**config.mk**
```make
export PLATFORM = sky130hd
export DESIGN_NAME = gauss_pattern_source
export DESIGN_NICKNAME = d
export VERILOG_FILES = /design/src/rtl/gauss_pattern_source.sv
export SDC_FILE = /design/constraint.sdc
export NUM_CORES = 1
export LEC_CHECK = 0
export CAP_MARGIN = 20
export CELL_PAD_IN_SITES_DETAIL_PLACEMENT = 0
export CELL_PAD_IN_SITES_GLOBAL_PLACEMENT = 2
export CORE_ASPECT_RATIO = 0.75
export CORE_MARGIN = 5
export CORE_UTILIZATION = 40
export DETAILED_ROUTE_END_ITERATION = 16
export PLACE_DENSITY = 0.95
export SLEW_MARGIN = 25
export SYNTH_ARGS = -nofsm -noshare
export SYNTH_HDL_FRONTEND = slang
export SYNTH_SLANG_ARGS = --single-unit
```
**constraint.sdc**
```tcl
create_clock -name clk -period 7.6 [get_ports clk]
set_clock_uncertainty 0.15 [all_clocks]
set_input_delay 1.14 -clock clk [delete_from_list [all_inputs] [get_ports clk]]
set_output_delay 1.14 -clock clk [all_outputs]
set_load 0.02 [all_outputs]
```
**src/rtl/gauss_pattern_source.sv**
```systemverilog
// gauss_pattern_source
// AXI4-Stream raster pattern transmitter. Emits frames of WIDTH x HEIGHT
// pixels in one of four deterministic patterns. tlast marks the last pixel
// of a line and tuser marks pixel (0,0). Backpressure on m_axis_tready is
// honoured.
//
// Ports:
//   clk, rst_ni        clock, asynchronous active-low reset
//   start_i            start request, sampled in IDLE only
//   stop_i             finish the current frame, then stop (sticky until DONE)
//   mode_i             0 ramp, 1 checkerboard, 2 impulse, 3 LFSR (latched at start)
//   frames_i           frames to send, 0 = continuous (latched at start)
//   busy_o             high while a run is in progress
//   done_o             one-cycle pulse at the end of a run
//   m_axis_*           registered AXI4-Stream master outputs
//
// State  | meaning
// IDLE   | waiting for start_i
// ACTIVE | presenting/transferring beats
// GAP    | tvalid low for GAP_CYCLES after a tlast transfer
// DONE   | one-cycle done_o pulse, back to IDLE
module gauss_pattern_source #(
    parameter int          WIDTH      = 640,
    parameter int          HEIGHT     = 512,
    parameter int          DATA_WIDTH = 8,
    parameter int          GAP_CYCLES = 0,
    parameter logic [15:0] LFSR_SEED  = 16'hACE1
) (
    input  logic                  clk,
    input  logic                  rst_ni,
    input  logic                  start_i,
    input  logic                  stop_i,
    input  logic [1:0]            mode_i,
    input  logic [7:0]            frames_i,
    output logic                  busy_o,
    output logic                  done_o,
    output logic [DATA_WIDTH-1:0] m_axis_tdata,
    output logic                  m_axis_tvalid,
    output logic                  m_axis_tlast,
    output logic                  m_axis_tuser,
    input  logic                  m_axis_tready
);
    localparam int XW = $clog2(WIDTH);
    localparam int YW = (HEIGHT > 1) ? $clog2(HEIGHT) : 1;
    localparam int GW = (GAP_CYCLES > 1) ? $clog2(GAP_CYCLES) : 1;

    typedef enum logic [1:0] {
        S_IDLE   = 2'd0,
        S_ACTIVE = 2'd1,
        S_GAP    = 2'd2,
        S_DONE   = 2'd3
    } state_t;

    state_t                r_state, w_state_nxt;
    logic [XW-1:0]         r_x, w_x_nxt;
    logic [YW-1:0]         r_y, w_y_nxt;
    logic [7:0]            r_frame_cnt, w_frame_nxt;
    logic [15:0]           r_lfsr, w_lfsr_nxt;
    logic [GW-1:0]         r_gap_cnt, w_gap_nxt;
    logic [1:0]            r_mode;
    logic [7:0]            r_frames;
    logic                  r_stop;
    logic [DATA_WIDTH-1:0] r_tdata;
    logic                  r_tvalid, w_tvalid_nxt;
    logic                  r_tlast, r_tuser, r_busy, r_done;

    logic                  w_load;
    logic                  w_start_acc;
    logic                  w_x_last, w_y_last, w_frame_end, w_last_frame;
    logic [DATA_WIDTH-1:0] w_pix;

    function automatic logic [DATA_WIDTH-1:0] f_pixel(
        input logic [XW-1:0]         x,
        input logic [YW-1:0]         y,
        input logic [1:0]            mode,
        input logic [DATA_WIDTH-1:0] lfsr_lo
    );
        logic [DATA_WIDTH-1:0] pix;
        case (mode)
            2'd0:    pix = DATA_WIDTH'(32'(x) + 32'(y));
            // 8x8 cells: bit 3 of each coordinate selects the cell parity
            2'd1:    pix = ((((32'(x) ^ 32'(y)) >> 3) & 32'd1) != 32'd0) ? '1 : '0;
            2'd2:    pix = (32'(x) == 32'(WIDTH / 2)) ? '1 : '0;
            default: pix = lfsr_lo;
        endcase
        return pix;
    endfunction

    assign w_start_acc  = (r_state == S_IDLE) && start_i;
    assign w_x_last     = (r_x == XW'(WIDTH - 1));
    assign w_y_last     = (r_y == YW'(HEIGHT - 1));
    assign w_frame_end  = w_x_last && w_y_last;
    assign w_last_frame = (r_frames != 8'd0) && ((r_frame_cnt + 8'd1) == r_frames);

    always_comb begin
        w_state_nxt  = r_state;
        w_x_nxt      = r_x;
        w_y_nxt      = r_y;
        w_frame_nxt  = r_frame_cnt;
        w_lfsr_nxt   = r_lfsr;
        w_gap_nxt    = r_gap_cnt;
        w_tvalid_nxt = r_tvalid;
        w_load       = 1'b0;
        case (r_state)
            S_IDLE: begin
                if (start_i) begin
                    w_state_nxt = S_ACTIVE;
                    w_x_nxt     = '0;
                    w_y_nxt     = '0;
                    w_frame_nxt = '0;
                    w_lfsr_nxt  = LFSR_SEED;
                end
            end
            S_ACTIVE: begin
                // First ACTIVE cycle after start: present pixel (0,0) from latched mode
                if (!r_tvalid) begin
                    w_load = 1'b1;
                end else if (m_axis_tready) begin
                    w_lfsr_nxt = {r_lfsr[14:0], r_lfsr[15] ^ r_lfsr[13] ^ r_lfsr[12] ^ r_lfsr[10]};
                    if (w_x_last) begin
                        w_x_nxt = '0;
                        if (w_y_last) begin
                            w_y_nxt     = '0;
                            w_frame_nxt = r_frame_cnt + 8'd1;
                        end else begin
                            w_y_nxt = r_y + YW'(1);
                        end
                    end else begin
                        w_x_nxt = r_x + XW'(1);
                    end
                    if (w_frame_end && (w_last_frame || r_stop)) begin
                        w_state_nxt  = S_DONE;
                        w_tvalid_nxt = 1'b0;
                    end else if (w_x_last && (GAP_CYCLES > 0)) begin
                        w_state_nxt  = S_GAP;
                        w_tvalid_nxt = 1'b0;
                        w_gap_nxt    = GW'(GAP_CYCLES - 1);
                    end else begin
                        w_load = 1'b1;
                    end
                end
            end
            S_GAP: begin
                if (r_gap_cnt == '0) begin
                    w_state_nxt = S_ACTIVE;
                    w_load      = 1'b1;
                end else begin
                    w_gap_nxt = r_gap_cnt - GW'(1);
                end
            end
            S_DONE: begin
                w_state_nxt = S_IDLE;
            end
            default: begin
                w_state_nxt = S_IDLE;
            end
        endcase
        if (w_load) begin
            w_tvalid_nxt = 1'b1;
        end
    end

    assign w_pix = f_pixel(w_x_nxt, w_y_nxt, r_mode, w_lfsr_nxt[DATA_WIDTH-1:0]);

    always_ff @(posedge clk or negedge rst_ni) begin
        if (!rst_ni) begin
            r_state     <= S_IDLE;
            r_x         <= '0;
            r_y         <= '0;
            r_frame_cnt <= '0;
            r_lfsr      <= LFSR_SEED;
            r_gap_cnt   <= '0;
            r_mode      <= '0;
            r_frames    <= '0;
            r_stop      <= 1'b0;
            r_tdata     <= '0;
            r_tvalid    <= 1'b0;
            r_tlast     <= 1'b0;
            r_tuser     <= 1'b0;
            r_busy      <= 1'b0;
            r_done      <= 1'b0;
        end else begin
            r_state     <= w_state_nxt;
            r_x         <= w_x_nxt;
            r_y         <= w_y_nxt;
            r_frame_cnt <= w_frame_nxt;
            r_lfsr      <= w_lfsr_nxt;
            r_gap_cnt   <= w_gap_nxt;
            if (w_start_acc) begin
                r_mode   <= mode_i;
                r_frames <= frames_i;
            end
            if (w_start_acc) begin
                r_stop <= 1'b0;
            end else if ((r_state != S_IDLE) && stop_i) begin
                r_stop <= 1'b1;
            end
            r_tvalid <= w_tvalid_nxt;
            if (w_load) begin
                r_tdata <= w_pix;
                r_tlast <= (w_x_nxt == XW'(WIDTH - 1));
                r_tuser <= (w_x_nxt == '0) && (w_y_nxt == '0);
            end
            r_busy <= (w_state_nxt != S_IDLE);
            r_done <= (w_state_nxt == S_DONE);
        end
    end

    assign m_axis_tdata  = r_tdata;
    assign m_axis_tvalid = r_tvalid;
    assign m_axis_tlast  = r_tlast;
    assign m_axis_tuser  = r_tuser;
    assign busy_o        = r_busy;
    assign done_o        = r_done;

endmodule

```
* Word-level counts from Yosys, hierarchy flattened
Cells that the tools add are included.
** Operators by class
- Add/sub/neg operators :: 5
- Equal/unequal tests :: 16
- Muxes and demuxes :: 42
- Bitwise operators :: 4
- Reduce and logical (&&, ||, !) cells :: 19
** Operator list (count)
- $mux 8 :: 7
- $mux 16 :: 3
- $mux 9 :: 5
- $mux 10 :: 4
- $pmux 16 s2 :: 1
- $pmux 8 s3 :: 1
- $eq 10x10->1 const B :: 2
- $pmux 10 s2 :: 1
- $pmux 9 s2 :: 1
- $pmux 8 s2 :: 1
- $mux 1 :: 11
- $add 10x1->10 const B :: 1
- $eq 10x9->1 const B :: 1
- $logic_not 10->1 :: 1
- $mux 2 :: 5
- $ne 2x2->1 const B :: 5
- $reduce_bool 2->1 :: 5
- $add 9x1->9 const B :: 1
- $eq 9x9->1 const B :: 1
- $logic_not 9->1 :: 1
- $add 8x1->8 const B :: 1
- $add 8x8->8 :: 1
- $eq 2x2->1 const B :: 4
- $eq 8x8->1 :: 1
- 12 further kinds :: 21
** Word-level totals
- Register bits after elaboration :: 70
- Input bits :: 15
- Output and inout port bits :: 13
- Logic and storage cells :: 102

* Depth between registers and ports, before layout
Gate-level depths: netlist of the first run.
- Word-level depth :: 10
- Gate-level depth with buffers :: 18
- Gate-level depth less buffers :: 18

* Worst setup path before layout of the first run
OpenSTA, ideal clock, no wires.
- Path kind :: input to register
- From :: input m_axis_tready
- To :: register r_tdata[6], in the netlist m_axis_tdata[6]
- Library setup time :: 0.082 ns
- Arrival time :: 4.023 ns
- Required time :: 7.368 ns
- Setup slack :: 3.346 ns
- Stages :: 14
- Cell sequence :: nand4_1 or3_1 clkbuf_1 mux2_1 a22o_1 ha_1 fa_1 a21o_1 a21oi_1 nor2b_1 o21ai_0 mux2i_1 a21oi_1 a31oi_1
** On the way
- Elaborated cells between the ends (all ways) :: 18
- Those cells by class :: add/sub (1); eq/ne (1); mux (15); bitwise (1)
** RTL lines
- start, declared :: line 41 : input logic m_axis_tready
- $mux 9 :: line 118 : end else if (m_axis_tready) begin
- $mux 9 :: line 116 : if (!r_tvalid) begin
- $pmux 9 s2 :: line 104 : case (r_state)
- net w_y_nxt[0] :: line 56 : logic [YW-1:0] r_y, w_y_nxt;
- $add 8x8->8 :: line 80 : 2'd0: pix = DATA_WIDTH'(32'(x) + 32'(y));
- $pmux 8 s3 :: line 79 : case (mode)
- end signal, assigned :: line 200 : r_tdata <= w_pix;
- end, declared :: line 63 : logic [DATA_WIDTH-1:0] r_tdata;
The timed path passes the listed nets, and every way through them passes these cells. The select of a mux whose other input is x is not followed.
A chain may end at the register's enable or synchronous reset.

* Worst setup path after layout of the first run
- From :: input m_axis_tready
- To :: register r_tdata[7], in the netlist m_axis_tdata[7]
** On the way
- Longest elaborated chain between the ends :: 6
- Elaborated cells between the ends (all ways) :: 18
- Those cells by class :: add/sub (1); eq/ne (1); mux (15); bitwise (1)
** Ends and longest elaborated chain (line)
- $mux 9 * :: 118
- $mux 9 * :: 116
- $pmux 9 s2 * :: 104
- net w_y_nxt[3] :: 56
- parallel branches: the longest is 2 deep, another holds $add 8x8->8
- $pmux 8 s3 * :: 79
Mark *: on every way through the listed nets, which the timed path passes. The select of a mux whose other input is x is not followed.

==> qor.yml, run 1 <==
setup_path:
  start_kind: "primary input"
  endpoint_kind: "register"
  worst_path_max_delay_cell: "clkdlybuf4s50_1"
  critPathMaxStageDelay_ns: 0.67
  ff2ff_setup_slack_ns: 3.43
  worstRegToRegCells: 14
  path_cells: "clkdlybuf4s50_1 -> nand4_1 -> or3_1 -> o21ai_2 -> o21ai_0 -> nand2_1 -> o31ai_1 -> ha_1 -> nand3_1 -> o211ai_1 -> nor4_1 -> nor3_1 -> xnor3_1 -> a221oi_2 -> o31ai_1"
  crit_type: "in -> reg"
  worst-path-max-fanout: 11
  arrival_ns: 5.05
  r2r_start: "r_x[8]"
  critPathMostFrequentCell: "o31ai_1"
  critPathLaunch: "m_axis_tready"
  cp.depth: 15
  critPathRequiredTime_ns: 7.64
  cp_top_family: "simple AND/OR/NAND/NOR gates"
  critPathBufInv: 1
global_routing:
  antenna_found_initial: 0
  grt_usage_pct: 18.0
  grt_max_degree: 70
  gr-total-overflow: 0
  grt_first_pass_wirelength_mm: 18.3
  grt_pass1_vias: 3433
final_layout:
  final_cell_mix: "dfrtp_1, nand2_1, o21ai_0, clkdlybuf4s50_1, nand3_1"
  antenna_cells: 0
  area_growth_pct: 17.0
  fin_nets: 500
  final_cells: 611
  fillCellCount: 993
  stdcell_area_um2: 4970
  drive_above_1_share_pct: 10.9
  regArea_um2: 1740
  layout_commonest_cell: "dfrtp_1"
  multi_input_area_um2: 2330
clock_tree:
  cts.sinks: 69
  cts.clk_slew.worst_paths_ns: 0.06
  cts_max_path_buffers: 2
  cts_buffers: 9
  post_cts_buffers: 0
  post_cts_resized: 0
  cts_tree: "done"
  clk_latency_ns: 0.34
  cts_hold_buf: 0
  cts_root_buffer: "clkbuf_16"
  htreeDepth: 3
yosys:
  syn_avg_cell_area_um2: 9.35
  synthDistinctLibCells: 61
  ys_seq_area_share_pct: 40.9
  yosysWarnings: 0
  synth-edff-count: 0
  ys_ff_latch: 69
  synth_flop_cell: "dfrtp_1"
  syn_inst: 454
  syn-num-nets: 484
  synth_area_um2: 4250
  async_reset_ff_share_pct: 100
sta:
  fin_crit_ns: 5.02
  setup_viol: 0
  worstMarginPinSlew_ns: 0.806
  setup_slack_ns: 2.58
  rsz0062_at_grt: "no"
  min_period_over_period_pct: 66.0
  clock.fmax_ghz: 0.199
  slew_viol_final: 0
  slew_headroom_pct: 46.3
  hold_viol_final: 0
  fin_setup_tns_ns: 0
routing:
  vias: 3611
  drt-total-wl_mm: 11.0
  dr.pass1.iters: 5
  avgViaCountPerCell: 5.91
  postRouteAntennaNets: 0
  drc: 0
  drt_iter0_drc: 267
  wire_per_inst_um: 17.9
die:
  std_cell_rows: 32
  core_um2: 10300
  die_h_um: 99.2
  die-area_um2: 12800
  start_util_pct: 41.1
  chipWidth_um: 129
  io_pins: 28
place:
  io_buffers: 27
  placedCellCount: 594
  gp_congestion: 0.876
  post-place-ws_ns: 2.28
  dp_hpwl_mm: 7.92
  place_area_um2: 4610
worst_hold_path:
  hp-class: "reg -> reg"
  worstHoldPathCells: 2
  holdCritStartpoint: "m_axis_tlast"
power:
  leakagePower_nw: 2.08
  power_mw: 1.66
  irDropWorstVdd_v: 0.000173
  powerDensity_nw_per_um2: 334
outcome:
  status: "finished, final reports clean"
job:
  cap_violations: 0
## worst paths after layout
path / to
max in group asynchronous: r_lfsr[6]
min: m_axis_tlast
max: m_axis_tdata[7]
min reg2reg: m_axis_tlast
min in group asynchronous: r_x[3]
max reg2reg: m_axis_tdata[7]
## through the flow
stage	util, %	hold WS [ns]
2_1_floorplan	-	0.322
3_3_place_gp	44.6	0.317
3_5_place_dp	44.6	0.319
4_1_cts	47.8	0.335
5_1_grt	48.1	0.368
6_report	48.1	0.334
## tightest hold or removal path, stage by stage, from the launching register on
cell and delay [ns]:
dfrtp_1 0.35, nand2_1 0.05, o41ai_1 0.05
## synthesized netlist by cell type (3+ instances only)
cell / instances / area share, %
o41ai_1: 7 / 1.4
nor4_1: 5 / 0.74
buf_2: 4 / 0.47
nor2_1: 21 / 1.9
and3_1: 6 / 0.88
mux2i_1: 3 / 0.71
nand2_1: 48 / 4.2
a22o_1: 18 / 3.7
a22oi_1: 5 / 0.88
a21o_1: 6 / 1.1
nor3b_1: 4 / 0.71
dfstp_2: 8 / 5.0
o21a_1: 3 / 0.53
nand2b_1: 6 / 0.88
xnor2_1: 10 / 2.1
inv_1: 16 / 1.4
clkbuf_1: 22 / 1.9
dfrtp_1: 61 / 36
ha_1: 14 / 4.1
nand4_1: 4 / 0.59
nor2b_1: 10 / 1.5
o31ai_1: 13 / 2.3
a221oi_1: 7 / 1.4
xor2_1: 8 / 1.7
nand3_1: 23 / 2.7
o21ai_0: 26 / 3.1
mux2_2: 13 / 3.4
or3_1: 4 / 0.59
a31oi_1: 10 / 1.5
nor3_1: 8 / 0.94
or4_1: 3 / 0.53
o32a_1: 4 / 0.94
and4_1: 4 / 0.83
a21oi_1: 12 / 1.4
## report_power, final
group,leakage (nW),internal [mW],switching (mW)
sequential,0.827,0.492,0.118
combinational,1.09,0.267,0.316
clock,0.163,0.293,0.176
total,2.08,1.05,0.610
## layer usage
| layer | up-vias | share of wire [%] | GRT usage (%) |
|---|---|---|---|
| met4 | 0 | 1.5 | 5.89 |
| met3 | 13 | 5.6 | 4.51 |
| li1 | 1731 | - | - |
| met5 | - | 0 | 0 |
| met1 | 1757 | 52 | 27.8 |
| met2 | 110 | 41 | 24.2 |
## layout make-up
cell class / instances / share of cell area (%)
clock inverter: 7 / 2.14
clock buffer: 9 / 4.53
inverter: 17 / 1.31
tap: 136 / 3.43
sequential: 69 / 35.0
multi-input combinational: 340 / 47.0
timing repair buffer: 33 / 6.65
## sequential cells by signal, indices dropped and copies added, names as in the netlist, 2 cells and up
register      cells
r_x              10
r_state           2
r_lfsr           16
r_frame_cnt       8
r_frames          8
r_y               9
m_axis_tdata      8
r_mode            2
## kinds of logic (layout without fill, tap and decap cells)
logic type / after synthesis / after routing / synth area share (%)
flops: 69 / 69 / 40.9
simple gates: 154 / 154 / 18.5
compound gates: 135 / 135 / 23.2
mux: 17 / 17 / 4.42
buf+inv: 45 / 66 / 4.13
fa+ha+maj: 15 / 15 / 4.60
xor+xnor: 19 / 19 / 4.24
Note: power is estimated with default switching activity, not from simulation.
==> inputs of run 2 (changes only) <==
- CORE_UTILIZATION: 40 -> 38
- PLACE_DENSITY: 0.95 -> 0.91
- clock period: 7.6 -> 5.1 ns (I/O delays scaled with it)
==> qor.yml, run 2 (synthesized netlist as in run 1, its figures left out) <==
setup_path:
  start_kind: "primary input"  # unchanged
  endpoint_kind: "register"  # unchanged
  critPathMaxStageDelay_ns: 0.60  # was 0.67 ns
  worst-path-max-fanout: 10  # was 11
  critPathRequiredTime_ns: 5.20  # was 7.64 ns
  crit_type: "in -> reg"  # unchanged
  worstRegToRegCells: 13  # was 14
  path_cells: "clkdlybuf4s50_1 -> nand4_1 -> or3_1 -> mux2_1 -> a22o_1 -> ha_1 -> fa_1 -> a21o_1 -> a21oi_1 -> nor2b_1 -> o21ai_0 -> mux2i_1 -> a21oi_1 -> a31oi_1"  # was clkdlybuf4s50_1 -> nand4_1 -> or3_1 -> o21ai_2 -> o21ai_0 -> nand2_1 -> o31ai_1 -> ha_1 -> nand3_1 -> o211ai_1 -> nor4_1 -> nor3_1 -> xnor3_1 -> a221oi_2 -> o31ai_1
  worst_path_max_delay_cell: "or3_1"  # was clkdlybuf4s50_1
  critPathMostFrequentCell: "a21oi_1"  # was o31ai_1
  arrival_ns: 4.52  # was 5.05 ns
routing:
  drt-total-wl_mm: 10.9  # was 11.0 mm
  wire_per_inst_um: 17.5  # was 17.9 um
  avgViaCountPerCell: 5.84  # was 5.91
  drc: 0  # unchanged
  vias: 3620  # was 3611
  drt_iter0_drc: 353  # was 267
  postRouteAntennaNets: 0  # unchanged
  dr.pass1.iters: 5  # unchanged
final_layout:
  largest_reg_flops: 16  # unchanged
  top_regs: "r_lfsr (16), r_x (10), r_y (9)"  # unchanged
  layout_commonest_cell: "dfrtp_1"  # unchanged
  antenna_cells: 0  # unchanged
  utilization_pct: 45.5  # was 48.1%
  fin_nets: 505  # was 500
  largest_register: "r_lfsr"  # unchanged
  drive_above_1_share_pct: 11.5  # was 10.9%
  area_growth_pct: 17.2  # was 17.0%
  final_cell_mix: "dfrtp_1, nand2_1, o21ai_0, clkdlybuf4s50_1, nand3_1"  # unchanged
worst_hold_path:
  worstHoldPathCells: 2  # unchanged
  hp-class: "reg -> reg"  # unchanged
power:
  p_seq_share_pct: 37.0  # was 36.7%
  clkPwrFrac_pct: 27.2  # was 28.2%
  pwr-share-comb_pct: 35.8  # was 35.1%
  powerDensity_nw_per_um2: 494  # was 334 nW/um2
  irDropWorstVdd_v: 0.000265  # was 0.000173 V
  leakagePower_nw: 2.08  # about the same
  swShare_pct: 36.1  # was 36.7%
  p_switching_mw: 0.887  # was 0.610 mW
  intPower_mw: 1.57  # was 1.05 mW
sta:
  rsz0062_at_grt: "no"  # unchanged
  fin_setup_tns_ns: 0  # unchanged
  min_period_over_period_pct: 86.7
  fin_crit_ns: 4.42
  hold_viol_final: 0  # unchanged
  clock.fmax_ghz: 0.226
  setup_viol: 0  # unchanged
  slew_headroom_pct: 50.6  # was 46.3%
  slew_viol_final: 0  # unchanged
  worstMarginPinSlew_ns: 0.742  # was 0.806 ns
die:
  chipWidth_um: 132  # was 129 um
  die-area_um2: 13400  # was 12800 um2
  core_um2: 10900  # was 10300 um2
  io_pins: 28  # unchanged
  std_cell_rows: 33  # was 32
  die_h_um: 102  # was 99.2 um
  start_util_pct: 38.8  # was 41.1%
place:
  dp_hpwl_mm: 7.94  # was 7.92 mm
  io_buffers: 27  # unchanged
  gp_congestion: 0.924  # was 0.876
clock_tree:
  htreeDepth: 3  # unchanged
  post_cts_resized: 0  # unchanged
  post_cts_buffers: 0  # unchanged
  cts_max_path_buffers: 2  # unchanged
  cts_buffers: 9  # unchanged
  cts_tree: "done"  # unchanged
  cts_root_buffer: "clkbuf_16"  # unchanged
  cts.clk_slew.worst_paths_ns: 0.06  # about the same
  cts_hold_buf: 0  # unchanged
  cts.sinks: 69  # unchanged
  clk_latency_ns: 0.33  # was 0.34 ns
global_routing:
  antenna_found_initial: 0  # unchanged
  grt_max_degree: 41  # was 70
  grt_pass1_vias: 3376  # was 3433
  grt_usage_pct: 16.6  # was 18.0%
  gr-total-overflow: 0  # unchanged
  grt_first_pass_wirelength_mm: 17.8  # was 18.3 mm
outcome:
  status: "finished, final reports clean"  # unchanged
job:
  cap_violations: 0  # unchanged
-- run 2: changes by cell type in the layout (fill, tap and decap cells not counted) --
cell        previous run  this run
buf_4                  5        11
clkbuf_1               0         2
inv_6                  2         0
buf_16                 1         0
clkinvlp_4             0         1
inv_8                  1         0
-- run 2: layout make-up --
type / instances / area [um2]
flip-flops and latches: 69 / 1740
clock inverters: 5 / 85.1
repair buffers: 38 / 348
multi-input cells: 340 / 2330
well taps: 140 / 175
fillers: 1017 / 5970
clock buffers: 11 / 233
inverters: 17 / 65.1
-- run 2: through the flow --
| step | setup slack [ns] | cells | instance area [um2] | hold slack (ns) | total power, mW |
|---|---|---|---|---|---|
| detailed placement | 0.436 | 604 | 4660 | 0.324 | 1.79 |
| global placement | 0.501 | 604 | 4660 | 0.309 | 1.77 |
| floorplan | 1.22 | 454 | 4250 | 0.319 | 1.50 |
| CTS | 0.743 | 620 | 4980 | 0.343 | 2.47 |
| finish | 0.679 | 620 | 4980 | 0.342 | 2.46 |
| global route | 0.421 | 620 | 4980 | 0.370 | 2.61 |
-- run 2: worst max-delay path, delay by kind of cell --
kind	cells	cell delay, ns
simple gates	3	0.88
mux	2	0.58
fa+ha+maj	2	0.63
compound gates	6	1.15
buf+inv	1	0.51
-- run 2: path summary, 6_finish.rpt --
kind / startpoint / end / slack (ns)
max in group asynchronous: rst_ni / r_lfsr[6] / 3.43
worst max-delay path: m_axis_tready / m_axis_tdata[6] / 0.68
worst min-delay path: m_axis_tdata[5] / m_axis_tdata[5] / 0.34
min in group asynchronous: rst_ni / r_x[5] / 0.35
worst max register to register: r_x[8] / m_axis_tdata[6] / 0.93
worst min register to register: m_axis_tdata[5] / m_axis_tdata[5] / 0.34
-- run 2: power by group through the flow --
stage                     Clock (mW)  Sequential [mW]  Combinational, mW
final                          0.669            0.909              0.878
after detailed placement           0            0.914              0.874
after global routing           0.713            0.935              0.966
after CTS                      0.685            0.906              0.879
after global placement             0            0.906              0.864
after floorplan                    0            0.885              0.610
-- run 2: routing by layer --
layer  vias up  track usage (%)  routed length, um
li1       1742                -                  -
met1      1749             25.1               5580
met2       116             22.8               4480
met3        13             3.97                612
met4         0             6.32                206
met5         -                0                  0
==> inputs of run 3 (changes only) <==
- CORE_UTILIZATION: 38 -> 40
- CTS_BUF_LIST: not set -> sky130_fd_sc_hd__clkbuf_2
- PLACE_DENSITY: 0.91 -> 0.95
- clock period: 5.1 -> 5.4 ns (I/O delays scaled with it)
==> qor.yml, run 3 (synthesized netlist as in run 1, its figures left out) <==
outcome:
  status: "finished, final reports clean"  # unchanged
die:
  start_util_pct: 41.1  # was 38.8%
  chipWidth_um: 129  # was 132 um
  die-area_um2: 12800  # was 13400 um2
  core_um2: 10300  # was 10900 um2
  die_h_um: 99.2  # was 102 um
  std_cell_rows: 32  # was 33
  io_pins: 28  # unchanged
setup_path:
  critPathMostFrequentCell: "a21oi_1"  # unchanged
  path_cells: "clkdlybuf4s50_1 -> nand4_1 -> or3_1 -> mux2_1 -> a22o_1 -> ha_1 -> fa_1 -> a21o_1 -> a21oi_1 -> nor2b_1 -> o21ai_0 -> mux2i_1 -> a21oi_1 -> a31oi_1"  # unchanged
  crit_type: "in -> reg"  # unchanged
  arrival_ns: 4.74  # was 4.52 ns
  endpoint_kind: "register"  # unchanged
  r2r_start: "r_y[0]"  # was r_x[8]
  start_kind: "primary input"  # unchanged
  critPathBufInv: 1  # unchanged
  worstRegToRegCells: 18  # was 13
  cp_top_family: "compound AO/OA/AOI/OAI gates"  # unchanged
  worst_path_max_delay_cell: "clkdlybuf4s50_1"  # was or3_1
  critPathMaxStageDelay_ns: 0.68  # was 0.60 ns
  r2r-end: "m_axis_tdata[7]"  # was m_axis_tdata[6]
  critPathRequiredTime_ns: 5.70  # was 5.20 ns
  worst-path-max-fanout: 11  # was 10
  ff2ff_setup_slack_ns: 1.27  # was 0.93 ns
place:
  gp_congestion: 0.947  # was 0.924
  place_area_um2: 4650  # was 4660 um2
  io_buffers: 27  # unchanged
  placedCellCount: 600  # was 604
  dp_hpwl_mm: 7.87  # was 7.94 mm
  post-place-ws_ns: 0.460  # was 0.436 ns
clock_tree:
  cts_buffers: 9  # unchanged
  clk_latency_ns: 0.52  # was 0.33 ns
  cts.clk_slew.worst_paths_ns: 0.22  # was 0.06 ns
  cts.sinks: 69  # unchanged
  post_cts_buffers: 0  # unchanged
  cts_max_path_buffers: 2  # unchanged
  cts_hold_buf: 0  # unchanged
  post_cts_resized: 0  # unchanged
  cts_tree: "done"  # unchanged
  htreeDepth: 3  # unchanged
  cts_root_buffer: "clkbuf_2"  # was clkbuf_16
final_layout:
  area_growth_pct: 13.1  # was 17.2%
  layout_commonest_cell: "dfrtp_1"  # unchanged
  largest_register: "r_lfsr"  # unchanged
  top_regs: "r_lfsr (16), r_x (10), r_y (9)"  # unchanged
  fillCellCount: 1027  # was 1017
  stdcell_area_um2: 4800  # was 4980 um2
  final_cell_mix: "dfrtp_1, nand2_1, o21ai_0, clkdlybuf4s50_1, nand3_1"  # unchanged
  final_cells: 616  # was 620
  regArea_um2: 1740  # unchanged
  multi_input_area_um2: 2330  # unchanged
  antenna_cells: 0  # unchanged
  largest_reg_flops: 16  # unchanged
  utilization_pct: 46.5  # was 45.5%
  drive_above_1_share_pct: 11.9  # was 11.5%
  fin_nets: 505  # unchanged
routing:
  wire_per_inst_um: 17.4  # was 17.5 um
  postRouteAntennaNets: 0  # unchanged
  dr.pass1.iters: 4  # was 5
  avgViaCountPerCell: 5.94  # was 5.84
  drc: 0  # unchanged
  drt-total-wl_mm: 10.7  # was 10.9 mm
  vias: 3660  # was 3620
  drt_iter0_drc: 263  # was 353
sta:
  rsz0062_at_grt: "no"  # unchanged
  setup_viol: 0  # unchanged
  fin_crit_ns: 4.44
  worstMarginPinSlew_ns: 0.805  # was 0.742 ns
  slew_viol_final: 0  # unchanged
  setup_slack_ns: 0.965  # was 0.679 ns
  whs_ns: 0.210  # was 0.342 ns
  clock.fmax_ghz: 0.225
  min_period_over_period_pct: 82.1
  hold_viol_final: 0  # unchanged
  fin_setup_tns_ns: 0  # unchanged
  slew_headroom_pct: 46.3  # was 50.6%
power:
  power_mw: 2.04  # was 2.46 mW
  irDropWorstVdd_v: 0.000313  # was 0.000265 V
  powerDensity_nw_per_um2: 424  # was 494 nW/um2
  leakagePower_nw: 2.02  # was 2.08 nW
global_routing:
  gr-total-overflow: 0  # unchanged
  antenna_found_initial: 0  # unchanged
  grt_max_degree: 70  # was 41
  grt_first_pass_wirelength_mm: 18.0  # was 17.8 mm
  grt_usage_pct: 17.7  # was 16.6%
  grt_pass1_vias: 3439  # was 3376
job:
  cap_violations: 0  # unchanged
worst_hold_path:
  hp-class: "in -> async"  # was reg -> reg
==> run 3: cell count changes in the layout (fill, tap and decap cells not counted), sizes merged <==
cell	change
clkinv	-2
clkbuf	-1
inv	+3
==> run 3: worst max-delay path by stage <==
stage,start,end,slack (ns),depth (start not counted)
floorplan,m_axis_tready,m_axis_tdata[6],1.48,14
global placement,m_axis_tready,m_axis_tdata[6],0.56,14
detailed placement,m_axis_tready,m_axis_tdata[6],0.46,14
CTS,m_axis_tready,m_axis_tdata[6],1.05,14
global route,m_axis_tready,m_axis_tdata[7],0.75,15
finish,m_axis_tready,m_axis_tdata[6],0.96,14
==> run 3: area by class of cell <==
type | count | share of cell area (%)
Inverter | 17 | 1.36
Timing Repair Buffer | 38 | 7.32
Clock buffer | 10 | 1.04
Tap cell | 136 | 3.54
Sequential cell | 69 | 36.2
Multi-Input combinational cell | 340 | 48.6
Clock inverter | 6 | 1.95
==> run 3: per-layer routing <==
layer / up-vias / track usage, % / share of wire, %
li1: 1739 / - / -
met1: 1819 / 26.7 / 51
met2: 93 / 25.3 / 42
met3: 9 / 4.13 / 5.4
met4: 0 / 4.36 / 1.2
met5: - / 0 / 0
==> run 3: power by group <==
group	switching [mW]	internal [mW]	total, mW
clock	0.203	0.160	0.363
sequential	0.165	0.689	0.854
combinational	0.442	0.377	0.819
total	0.809	1.23	2.04
==> run 3: worst register-to-register path, cell delays in order (launching register included) <==
cell	delay (ns)
dfrtp_1	0.46
ha_1	0.23
and3_1	0.20
nand3_1	0.12
nor2_1	0.13
ha_1	0.30
inv_1	0.13
o21ai_2	0.29
o21ai_0	0.14
nand2_1	0.08
o31ai_1	0.11
ha_1	0.42
nand3_1	0.10
o211ai_1	0.22
nor4_1	0.07
nor3_1	0.22
xnor3_1	0.28
a221oi_2	0.24
o31ai_1	0.10
